<file path="src/rtl/float_sub_pipe.sv">
// float_sub_pipe: 3-stage pipelined IEEE-754 single-precision subtractor, diff = floatA - floatB.
// Define FLOAT_SUB_ROUND_NEAREST_EN for round-to-nearest-even; the default build truncates.
module float_sub_pipe #(
  parameter int FLUSH_DENORM = 1
) (
  input  logic        clk,
  input  logic        rst_n,
  input  logic        in_valid,
  output logic        in_ready,
  input  logic [31:0] floatA,
  input  logic [31:0] floatB,
  output logic        out_valid,
  input  logic        out_ready,
  output logic [31:0] diff
);

  logic        en;

  logic        signA, signB, zeroA, zeroB, infA, infB, nanA, nanB, aLarger;
  logic [7:0]  expA, expB, expX, expY, shift;
  logic [23:0] mantA, mantB, mantX, mantY;
  logic [26:0] yExt, yAligned;
  logic        sign1_d, sub1_d, spec1_d, negZero1_d;
  logic [31:0] specVal1_d;

  logic        v1_q, sign1_q, sub1_q, spec1_q, negZero1_q;
  logic [7:0]  exp1_q;
  logic [26:0] mx1_q, my1_q;
  logic [31:0] specVal1_q;

  logic [27:0] sum2_d;
  logic        v2_q, sign2_q, spec2_q, negZero2_q;
  logic [7:0]  exp2_q;
  logic [27:0] sum2_q;
  logic [31:0] specVal2_q;

  logic [4:0]        lzc;
  logic [26:0]       norm;
  logic signed [9:0] expN, expR;
  logic              roundUp;
  logic [24:0]       mantR;
  logic [22:0]       frac;
  logic [31:0]       diff_d;
  logic              unusedGrs;

  logic        v3_q;
  logic [31:0] diff_q;

  assign en        = out_ready | ~v3_q;
  assign in_ready  = en;
  assign out_valid = v3_q;
  assign diff      = diff_q;

  // Stage 1: unpack with B negated, order by magnitude, align the smaller operand.
  always_comb begin
    signA = floatA[31];
    signB = ~floatB[31];
    expA  = floatA[30:23];
    expB  = floatB[30:23];
    zeroA = (expA == 8'd0) && ((FLUSH_DENORM != 0) || (floatA[22:0] == 23'd0));
    zeroB = (expB == 8'd0) && ((FLUSH_DENORM != 0) || (floatB[22:0] == 23'd0));
    infA  = (expA == 8'hFF) && (floatA[22:0] == 23'd0);
    infB  = (expB == 8'hFF) && (floatB[22:0] == 23'd0);
    nanA  = (expA == 8'hFF) && (floatA[22:0] != 23'd0);
    nanB  = (expB == 8'hFF) && (floatB[22:0] != 23'd0);
    mantA = zeroA ? 24'd0 : {expA != 8'd0, floatA[22:0]};
    mantB = zeroB ? 24'd0 : {expB != 8'd0, floatB[22:0]};

    aLarger = {expA, mantA} >= {expB, mantB};
    expX    = aLarger ? expA : expB;
    expY    = aLarger ? expB : expA;
    mantX   = aLarger ? mantA : mantB;
    mantY   = aLarger ? mantB : mantA;
    shift   = expX - expY;
    yExt    = {mantY, 3'b000};
    if (shift >= 8'd27) begin
      yAligned = {26'd0, |mantY};
    end else begin
      yAligned = (yExt >> shift) | {26'd0, |(yExt & ((27'd1 << shift) - 27'd1))};
    end

    sign1_d    = aLarger ? signA : signB;
    sub1_d     = signA ^ signB;
    spec1_d    = nanA | nanB | infA | infB;
    negZero1_d = zeroA & zeroB & signA & signB;
    if (nanA || nanB || (infA && infB && (floatA[31] == floatB[31]))) begin
      specVal1_d = 32'h7FC00000;
    end else if (infA) begin
      specVal1_d = {floatA[31], 8'hFF, 23'd0};
    end else begin
      specVal1_d = {~floatB[31], 8'hFF, 23'd0};
    end
  end

  assign sum2_d = sub1_q ? ({1'b0, mx1_q} - {1'b0, my1_q}) : ({1'b0, mx1_q} + {1'b0, my1_q});

  // Stage 3: normalize, round, then resolve zero/overflow/underflow/special encodings.
  always_comb begin
    lzc = 5'd0;
    for (int i = 0; i < 27; i++) begin
      if (sum2_q[i]) lzc = 5'(26 - i);
    end
    if (sum2_q[27]) begin
      norm = {sum2_q[27:2], sum2_q[1] | sum2_q[0]};
      expN = $signed({2'b00, exp2_q}) + 10'sd1;
    end else begin
      norm = sum2_q[26:0] << lzc;
      expN = $signed({2'b00, exp2_q}) - $signed({5'd0, lzc});
    end
`ifdef FLOAT_SUB_ROUND_NEAREST_EN
    roundUp = norm[2] & (norm[1] | norm[0] | norm[3]);
`else
    roundUp = 1'b0;
`endif
    mantR = {1'b0, norm[26:3]} + {24'd0, roundUp};
    expR  = mantR[24] ? (expN + 10'sd1) : expN;
    frac  = mantR[24] ? mantR[23:1] : mantR[22:0];

    if (spec2_q) begin
      diff_d = specVal2_q;
    end else if (sum2_q == 28'd0) begin
      diff_d = {negZero2_q, 31'd0};
    end else if (expR >= 10'sd255) begin
      diff_d = {sign2_q, 8'hFF, 23'd0};
    end else if (expR <= 10'sd0) begin
      diff_d = {sign2_q, 31'd0};
    end else begin
      diff_d = {sign2_q, expR[7:0], frac};
    end
  end

  assign unusedGrs = ^norm[2:0];

  // Whole pipeline advances on en; bubbles travel as valid=0.
  always_ff @(posedge clk or negedge rst_n) begin
    if (!rst_n) begin
      v1_q       <= 1'b0;
      sign1_q    <= 1'b0;
      sub1_q     <= 1'b0;
      spec1_q    <= 1'b0;
      negZero1_q <= 1'b0;
      exp1_q     <= 8'd0;
      mx1_q      <= 27'd0;
      my1_q      <= 27'd0;
      specVal1_q <= 32'd0;
      v2_q       <= 1'b0;
      sign2_q    <= 1'b0;
      spec2_q    <= 1'b0;
      negZero2_q <= 1'b0;
      exp2_q     <= 8'd0;
      sum2_q     <= 28'd0;
      specVal2_q <= 32'd0;
      v3_q       <= 1'b0;
      diff_q     <= 32'd0;
    end else if (en) begin
      v1_q       <= in_valid;
      sign1_q    <= sign1_d;
      sub1_q     <= sub1_d;
      spec1_q    <= spec1_d;
      negZero1_q <= negZero1_d;
      exp1_q     <= expX;
      mx1_q      <= {mantX, 3'b000};
      my1_q      <= yAligned;
      specVal1_q <= specVal1_d;
      v2_q       <= v1_q;
      sign2_q    <= sign1_q;
      spec2_q    <= spec1_q;
      negZero2_q <= negZero1_q;
      exp2_q     <= exp1_q;
      sum2_q     <= sum2_d;
      specVal2_q <= specVal1_q;
      v3_q       <= v2_q;
      diff_q     <= diff_d;
    end
  end

endmodule
</file>
<file path="config.mk">
export PLATFORM = sky130hd
export DESIGN_NAME = float_sub_pipe
export DESIGN_NICKNAME = d
export VERILOG_FILES = /design/src/rtl/float_sub_pipe.sv
export SDC_FILE = /design/constraint.sdc
export NUM_CORES = 1
export LEC_CHECK = 0
export CAP_MARGIN = 20
export CORE_AREA = 8 8 167 153
export DETAILED_ROUTE_END_ITERATION = 10
export DIE_AREA = 0 0 175 161
export PLACE_DENSITY = 0.81
export SYNTH_ARGS = -nofsm -noshare
export SYNTH_HDL_FRONTEND = slang
export SYNTH_SLANG_ARGS = --single-unit
</file>
<file path="constraint.sdc">
create_clock -name clk -period 5.9 [get_ports clk]
set_clock_uncertainty 0.1 [all_clocks]
set_input_delay 1.18 -clock clk [delete_from_list [all_inputs] [get_ports clk]]
set_output_delay 1.18 -clock clk [all_outputs]
set_load 0.02 [all_outputs]
</file>
Word-level counts from Yosys, hierarchy flattened
Cells that the tools add are included.
{ "classes": {"reduce_logical": 19, "bitwise": 13, "order_cmp": 4, "n_addsub": 6, "muxes": 44, "n_eq_ne": 3, "shift": 3} }
{ "ops": {"columns": ["operator", "n"], "rows": [
  ["$mux W5", 27],
  ["$mux W32", 4],
  ["$mux W24", 4],
  ["$mux W31", 2],
  ["$logic_not A23 Y1", 2],
  ["$reduce_bool A23 Y1", 2],
  ["$ge A32 B32 Y1", 1],
  ["$add A27 B27 Y28", 1],
  ["$logic_not A28 Y1", 1],
  ["$mux W28", 1],
  ["$sub A27 B27 Y28", 1],
  ["$and A27 B27 Y27", 1],
  ["$mux W27", 1],
  ["$or A27 B1 Y27", 1],
  ["$reduce_or A27 Y1", 1],
  ["$shl A1 B8 Y27 const A", 1],
  ["$shl A27 B5 Y26", 1],
  ["$shr A27 B8 Y27", 1],
  ["$sub A27 B1 Y27 const B", 1],
  ["$mux W26", 1],
  ["$reduce_or A24 Y1", 1],
  ["$eq A8 B8 Y1 const B", 2],
  ["$logic_not A8 Y1", 2],
  ["$mux W8", 2],
  ["16 further kinds", 30]
]} }
{ "totals": {"word_cells": 110, "ff_bits": 201, "input_bits": 68} }

Longest topological paths before layout
{ "logic_depth": {"depth_word": 34, "mapped_depth": 29} }

Worst setup path before layout
OpenSTA, ideal clock, no wires.
{ "synth_path": {"path_type": "input to register", "from": "input port floatB[25]", "to": "register my1_q[0]", "setup_time_ps": 131, "path_slack_ps": -1100, "path_buffers": 6, "t_required_ps": 5669, "path_stages": 26, "arrival_time_ps": 6769, "cell_sequence": "nor4_1 > nand2_1 > clkbuf_1 > clkbuf_1 > and2_1 > ha_1 > nand2b_1 > a21oi_1 > o21a_1 > o311a_2 > o21ai_2 > clkbuf_1 > clkbuf_1 > buf_1 > a22oi_1 > ha_1 > o31ai_2 > a221oi_4 > or4b_1 > o41ai_4 > nor2_2 > buf_6 > o32ai_1 > o31ai_1 > nor4_1 > a21oi_1"} }
{ "synth_via": {"elab_chain_len": 11, "word_cells_on_any_way": 17, "cone_classes": "add/sub (2); order compare (2); shift (2); mux (5); bitwise (2); reduce/logical (4)"} }
{ "synth_rtl": {"columns": ["element", "line_no", "text"], "rows": [
  ["from (decl)", "11", "input logic [31:0] floatB,"],
  ["$logic_not A8 Y1 / $reduce_bool A8 Y1 (equally long branches)", "61, 67", null],
  ["$mux W24", "67", "mantB = zeroB ? 24'd0 : {expB != 8'd0, floatB[22:0]};"],
  ["$ge A32 B32 Y1", "69", "aLarger = {expA, mantA} >= {expB, mantB};"],
  ["$mux W8, on equally long branches", "70, 71", null],
  ["$sub A8 B8 Y8", "74", "shift = expX - expY;"],
  ["$shl A1 B8 Y27", "79", "yAligned = (yExt >> shift) | {26'd0, |(yExt & ((27'd1 << shift) - 27'd1))};"],
  ["$sub A27 B1 Y27", "79", null],
  ["$and A27 B27 Y27", "79", null],
  ["$reduce_or A27 Y1", "79", null],
  ["$or A27 B1 Y27", "79", null],
  ["$mux W27 *", "76", "if (shift >= 8'd27) begin"],
  ["to (signal assigned)", "163", "my1_q <= yAligned;"],
  ["to (decl)", "28", "logic [26:0] mx1_q, my1_q;"]
]} }
Mark *: on every way between the ends. The rest lies on a longest branch, timed or not.
A chain may end at the register's enable or synchronous reset.

Worst setup path in the final report
{ "layout_path": {"from": "input port floatA[29]", "to": "register my1_q[0]"} }
{ "layout_via": {"elab_chain_len": 11, "word_cells_on_any_way": 17, "cone_classes": "add/sub (2); order compare (2); shift (2); mux (5); bitwise (2); reduce/logical (4)"} }
{ "layout_rtl": {"columns": ["element", "line_no", "text"], "rows": [
  ["from (decl)", "10", "input logic [31:0] floatA,"],
  ["$logic_not A8 Y1 / $reduce_bool A8 Y1 (equally long branches)", "60, 66", null],
  ["$mux W24", "66", "mantA = zeroA ? 24'd0 : {expA != 8'd0, floatA[22:0]};"],
  ["$ge A32 B32 Y1", "69", null],
  ["$mux W8, on equally long branches", "70, 71", null],
  ["$sub A8 B8 Y8", "74", null],
  ["$shl A1 B8 Y27", "79", null],
  ["$sub A27 B1 Y27", "79", null],
  ["$and A27 B27 Y27", "79", null],
  ["$reduce_or A27 Y1", "79", null],
  ["$or A27 B1 Y27", "79", null],
  ["$mux W27 *", "76", null]
]} }
Marked as above.

==> implementation parameters <==
Parameter                              Value

CTS
  Clock Path Buffers ... 2
  Worst-skew pair later-pin latency ... 0.44 ns
  Root buffer cell ... sky130_fd_sc_hd__clkbuf_16
  Inserted Clock Buffers ... 17
  Maximum level of the CTS H-tree ... 4
  Number of clock sinks ... 143
  Clk slew on worst S/H paths ... 0.08 ns
  TritonCTS clock tree ... built
  Number of hold buffers added after CTS ... 0

Drt
  Count of unresolved DRC violations after routing ... 0
  Starting DRT DRC Count ... between 1500 and 2000
  Detailed-routing iteration count for the pre-antenna-repair pass ... 6
  Total wirelength of the detailed-routed design ... 49.3 mm
  Vias per inst ... about 6.5
  Vias ... about 15000
  Residual antenna-violating net count after detailed routing ... 0
  Avg WL per Cell ... 21.3 um

Pwr
  Leak pwr ... 7.91 nW
  Total power density per cell area ... 394 nW/um2
  Peak supply drop ... 321 uV

Logic synthesis
  Number of warning messages in the yosys log ... 0
  Proportion of netlist area held by the largest area contributor ... about a quarter
  Number of synthesized register bits ... 143
  Post-Synthesis Cell Area ... 13400 um2
  Count of distinct cell types in the synthesized netlist ... 99
  Total nets after synthesis ... 1871
  Average footprint of a synthesized cell ... 7.82 um2
  Cell type contributing the most total cell area after synthesis ... sky130_fd_sc_hd__dfrtp_1
  EDFF count, synth ... 0
  Portion of the post-synthesis area used by sequential elements ... a little over a quarter
  Async set-reset flop share out of synthesis ... 100%
  Cell types with the largest area share after synthesis ... sky130_fd_sc_hd__dfrtp_1 27%, sky130_fd_sc_hd__ha_1 8.3%, sky130_fd_sc_hd__nand2_1 7.2%, sky130_fd_sc_hd__mux2i_1 5.5%, sky130_fd_sc_hd__o21ai_0 5.5%
  Cells after Synth ... 1712
  Top FF cell, synth ... sky130_fd_sc_hd__dfrtp_1

Placement
  Dpl hpwl ... 37.3 mm
  Worst Setup Slack post-DPL ... -0.768 ns
  Routability congestion estimate from global placement ... 1.01
  Buffers on Ports ... about 100

Worst setup path
  Data required time at the worst endpoint ... roughly 6.1 ns
  Critical path class ... input pin to register
  CP Capture Type ... register
  Critical Path Source Type ... input pin
  Crit path DAT ... 6.09 ns
  Crit path max fanout ... 5

Final layout
  Synth-to-layout area growth ... 30.8%
  Number of inserted diodes ... 0
  Layout net count ... 2159
  Area of combinational cells with multiple inputs ... approximately 9600 um2
  Share of final-layout standard cells stronger than drive strength 1 ... 22.1%
  Commonest cells after routing, fill and taps aside ... 248 x sky130_fd_sc_hd__buf_4, 246 x sky130_fd_sc_hd__nand2_1, 143 x sky130_fd_sc_hd__dfrtp_1, 142 x sky130_fd_sc_hd__o21ai_0, 139 x sky130_fd_sc_hd__nor2_1
  Fillcell total ... 1670
  Most common library cell in the layout ignoring fill and taps ... sky130_fd_sc_hd__buf_4
  Area taken by flip-flops and latches ... 3580 um2

Timing
  RSZ-0062 raised after global routing ... yes
  Period Utilization, post-route ... 99.5%
  Sum Neg Setup Slack ... 0 ns
  Fmax achieved ... around 170 MHz
  Final critical delay including setup and external delays ... 5.87 ns
  Worst slew margin ... 34.8%
  Transition time at the pin with the least slew margin ... 0.966 ns
  Post-layout worst setup margin ... ~0.029 ns
  Hold Fails Final Rpt ... 0
  Pins Over Slew Limit ... 0
  Setup-failing EPs final ... 0

Hold path
  Hold Path Class ... register to register

Floorplanning
  Ports ... around 100
  Floorplan die width ... 175 um
  Starting density of the core ... 58.5%
  Total Die Area ... 28200 um2
  Die outline height ... 161 um
  # rows ... 53
  Core outline area ... 22900 um2

Global routing
  Largest net degree at the start of global routing ... 97
  Global-route usage over all layers ... roughly a third
  Via count of the first global-routing pass ... 14174
  First-pass GRT wire length ... 77.3 mm
  Total gr overflow ... 0
  Initial antenna violation count ... 1

Flow run
  Max Cap Violations ... 0

Run status
  Result of the run ... complete, no violations
## layer usage
layer | vias to the layer above | share of wire (%) | global-route usage (%)
met1 | 7139 | 40 | 43.3
met4 | 0 | 5.3 | 16.9
met3 | 179 | 7.7 | 4.76
met5 | - | 0 | 0
met2 | 806 | 47 | 55.9
li1 | 6819 | - | -
## power breakdown
group / internal (mW) / total (mW) / leakage [nW] / switching (mW)
Combinational: 1.74 / 4.07 / 5.85 / 2.33
Clock: 0.572 / 1.11 / 0.288 / 0.541
Sequential: 1.30 / 1.72 / 1.77 / 0.422
## kinds of logic (layout without fill, tap and decap cells)
family	count (synthesis)	after routing	share of synthesized area, %
xor gates and xnor gates	42	42	2.75
and+or+nand+nor	606	608	20.9
adders and majority gates	91	91	8.62
AOI/OAI and AO/OA	535	535	26.7
buffers and inverters	195	494	5.69
DFF	143	143	26.7
muxes	100	100	8.59
## Yosys cell counts, types with 22 or more instances
master and n:
sky130_fd_sc_hd__a21oi_1 117, sky130_fd_sc_hd__a22oi_1 23, sky130_fd_sc_hd__a31oi_1 22, sky130_fd_sc_hd__clkbuf_1 69
sky130_fd_sc_hd__dfrtp_1 143, sky130_fd_sc_hd__ha_1 89, sky130_fd_sc_hd__inv_1 93, sky130_fd_sc_hd__mux2i_1 74
sky130_fd_sc_hd__nand2_1 257, sky130_fd_sc_hd__nand3_1 29, sky130_fd_sc_hd__nor2_1 142, sky130_fd_sc_hd__nor3_1 38
sky130_fd_sc_hd__nor4_1 25, sky130_fd_sc_hd__o21ai_0 146, sky130_fd_sc_hd__o31ai_1 22, sky130_fd_sc_hd__xnor2_1 32
## through the flow
step           total power [mW]  area, um2  hold WS, ns  std cells  util [%]
2_1_floorplan              4.13      13600        0.330       1712         -
3_3_place_gp               5.47      16400        0.347       2257      71.6
3_5_place_dp               5.57      16400        0.351       2257      71.6
4_1_cts                    6.72      17100        0.373       2296      74.6
5_1_grt                    7.30      17500        0.401       2315      76.6
6_report                   6.90      17500        0.365       2315      76.6
## what timing repair did
| item | CTS | global route |
|---|---|---|
| setup endpoints to repair | 26 | 45 |
| hold endpoints to repair | 0 | 0 |
| setup buffers | 5 | 18 |
| cloned | 2 | 1 |
| pin swaps | 18 | 45 |
| gates resized for setup | 30 | 100 |
## area by class of cell
class | instances | area share [%]
Timing Repair Buffer | 365 | 17.4
Inverter | 97 | 2.09
Multi-Input combinational cell | 1376 | 54.6
Tap cell | 302 | 2.16
Sequential cell | 143 | 20.4
Clock inverter | 15 | 0.943
Clock buffer | 17 | 2.43
## critical path, stage by stage
cell and delay, ns:
sky130_fd_sc_hd__clkbuf_2 0.12, sky130_fd_sc_hd__nor4_4 0.36, sky130_fd_sc_hd__nand2_2 0.13, sky130_fd_sc_hd__buf_6 0.16, sky130_fd_sc_hd__and2_1 0.19, sky130_fd_sc_hd__ha_1 0.33
sky130_fd_sc_hd__o21ai_1 0.17, sky130_fd_sc_hd__o21ai_2 0.10, sky130_fd_sc_hd__buf_4 0.16, sky130_fd_sc_hd__o2111a_4 0.31, sky130_fd_sc_hd__a211oi_4 0.26, sky130_fd_sc_hd__a22oi_2 0.11
sky130_fd_sc_hd__ha_2 0.22, sky130_fd_sc_hd__o31ai_4 0.33, sky130_fd_sc_hd__a221oi_4 0.14, sky130_fd_sc_hd__buf_4 0.16, sky130_fd_sc_hd__or3_4 0.37, sky130_fd_sc_hd__a22oi_2 0.31
sky130_fd_sc_hd__nand4_1 0.19, sky130_fd_sc_hd__buf_6 0.19, sky130_fd_sc_hd__o21ai_2 0.10, sky130_fd_sc_hd__o211ai_1 0.12, sky130_fd_sc_hd__nor4_1 0.29, sky130_fd_sc_hd__a21oi_1 0.09
## sequential cells by signal, summed over array words and instances, names as in the netlist, 3 cells and up
signal	cells
exp1_q	8
specVal1_q	3
specVal2_q	3
exp2_q	8
diff	32
my1_q	27
sum2_q	28
mx1_q	24
## worst paths after layout
kind                             from         to  slack, ns  cells after the start
setup / recovery           floatA[29]   my1_q[0]       0.03                     24
hold / removal                   v2_q  out_valid       0.36                      1
setup reg to reg            sum2_q[2]    diff[8]       0.44                     26
hold reg to reg                  v2_q  out_valid       0.36                      1
max in group asynchronous       rst_n   my1_q[2]       3.77                      2
min in group asynchronous       rst_n  out_valid       0.74                      1
(Power assumes the default switching activity.)
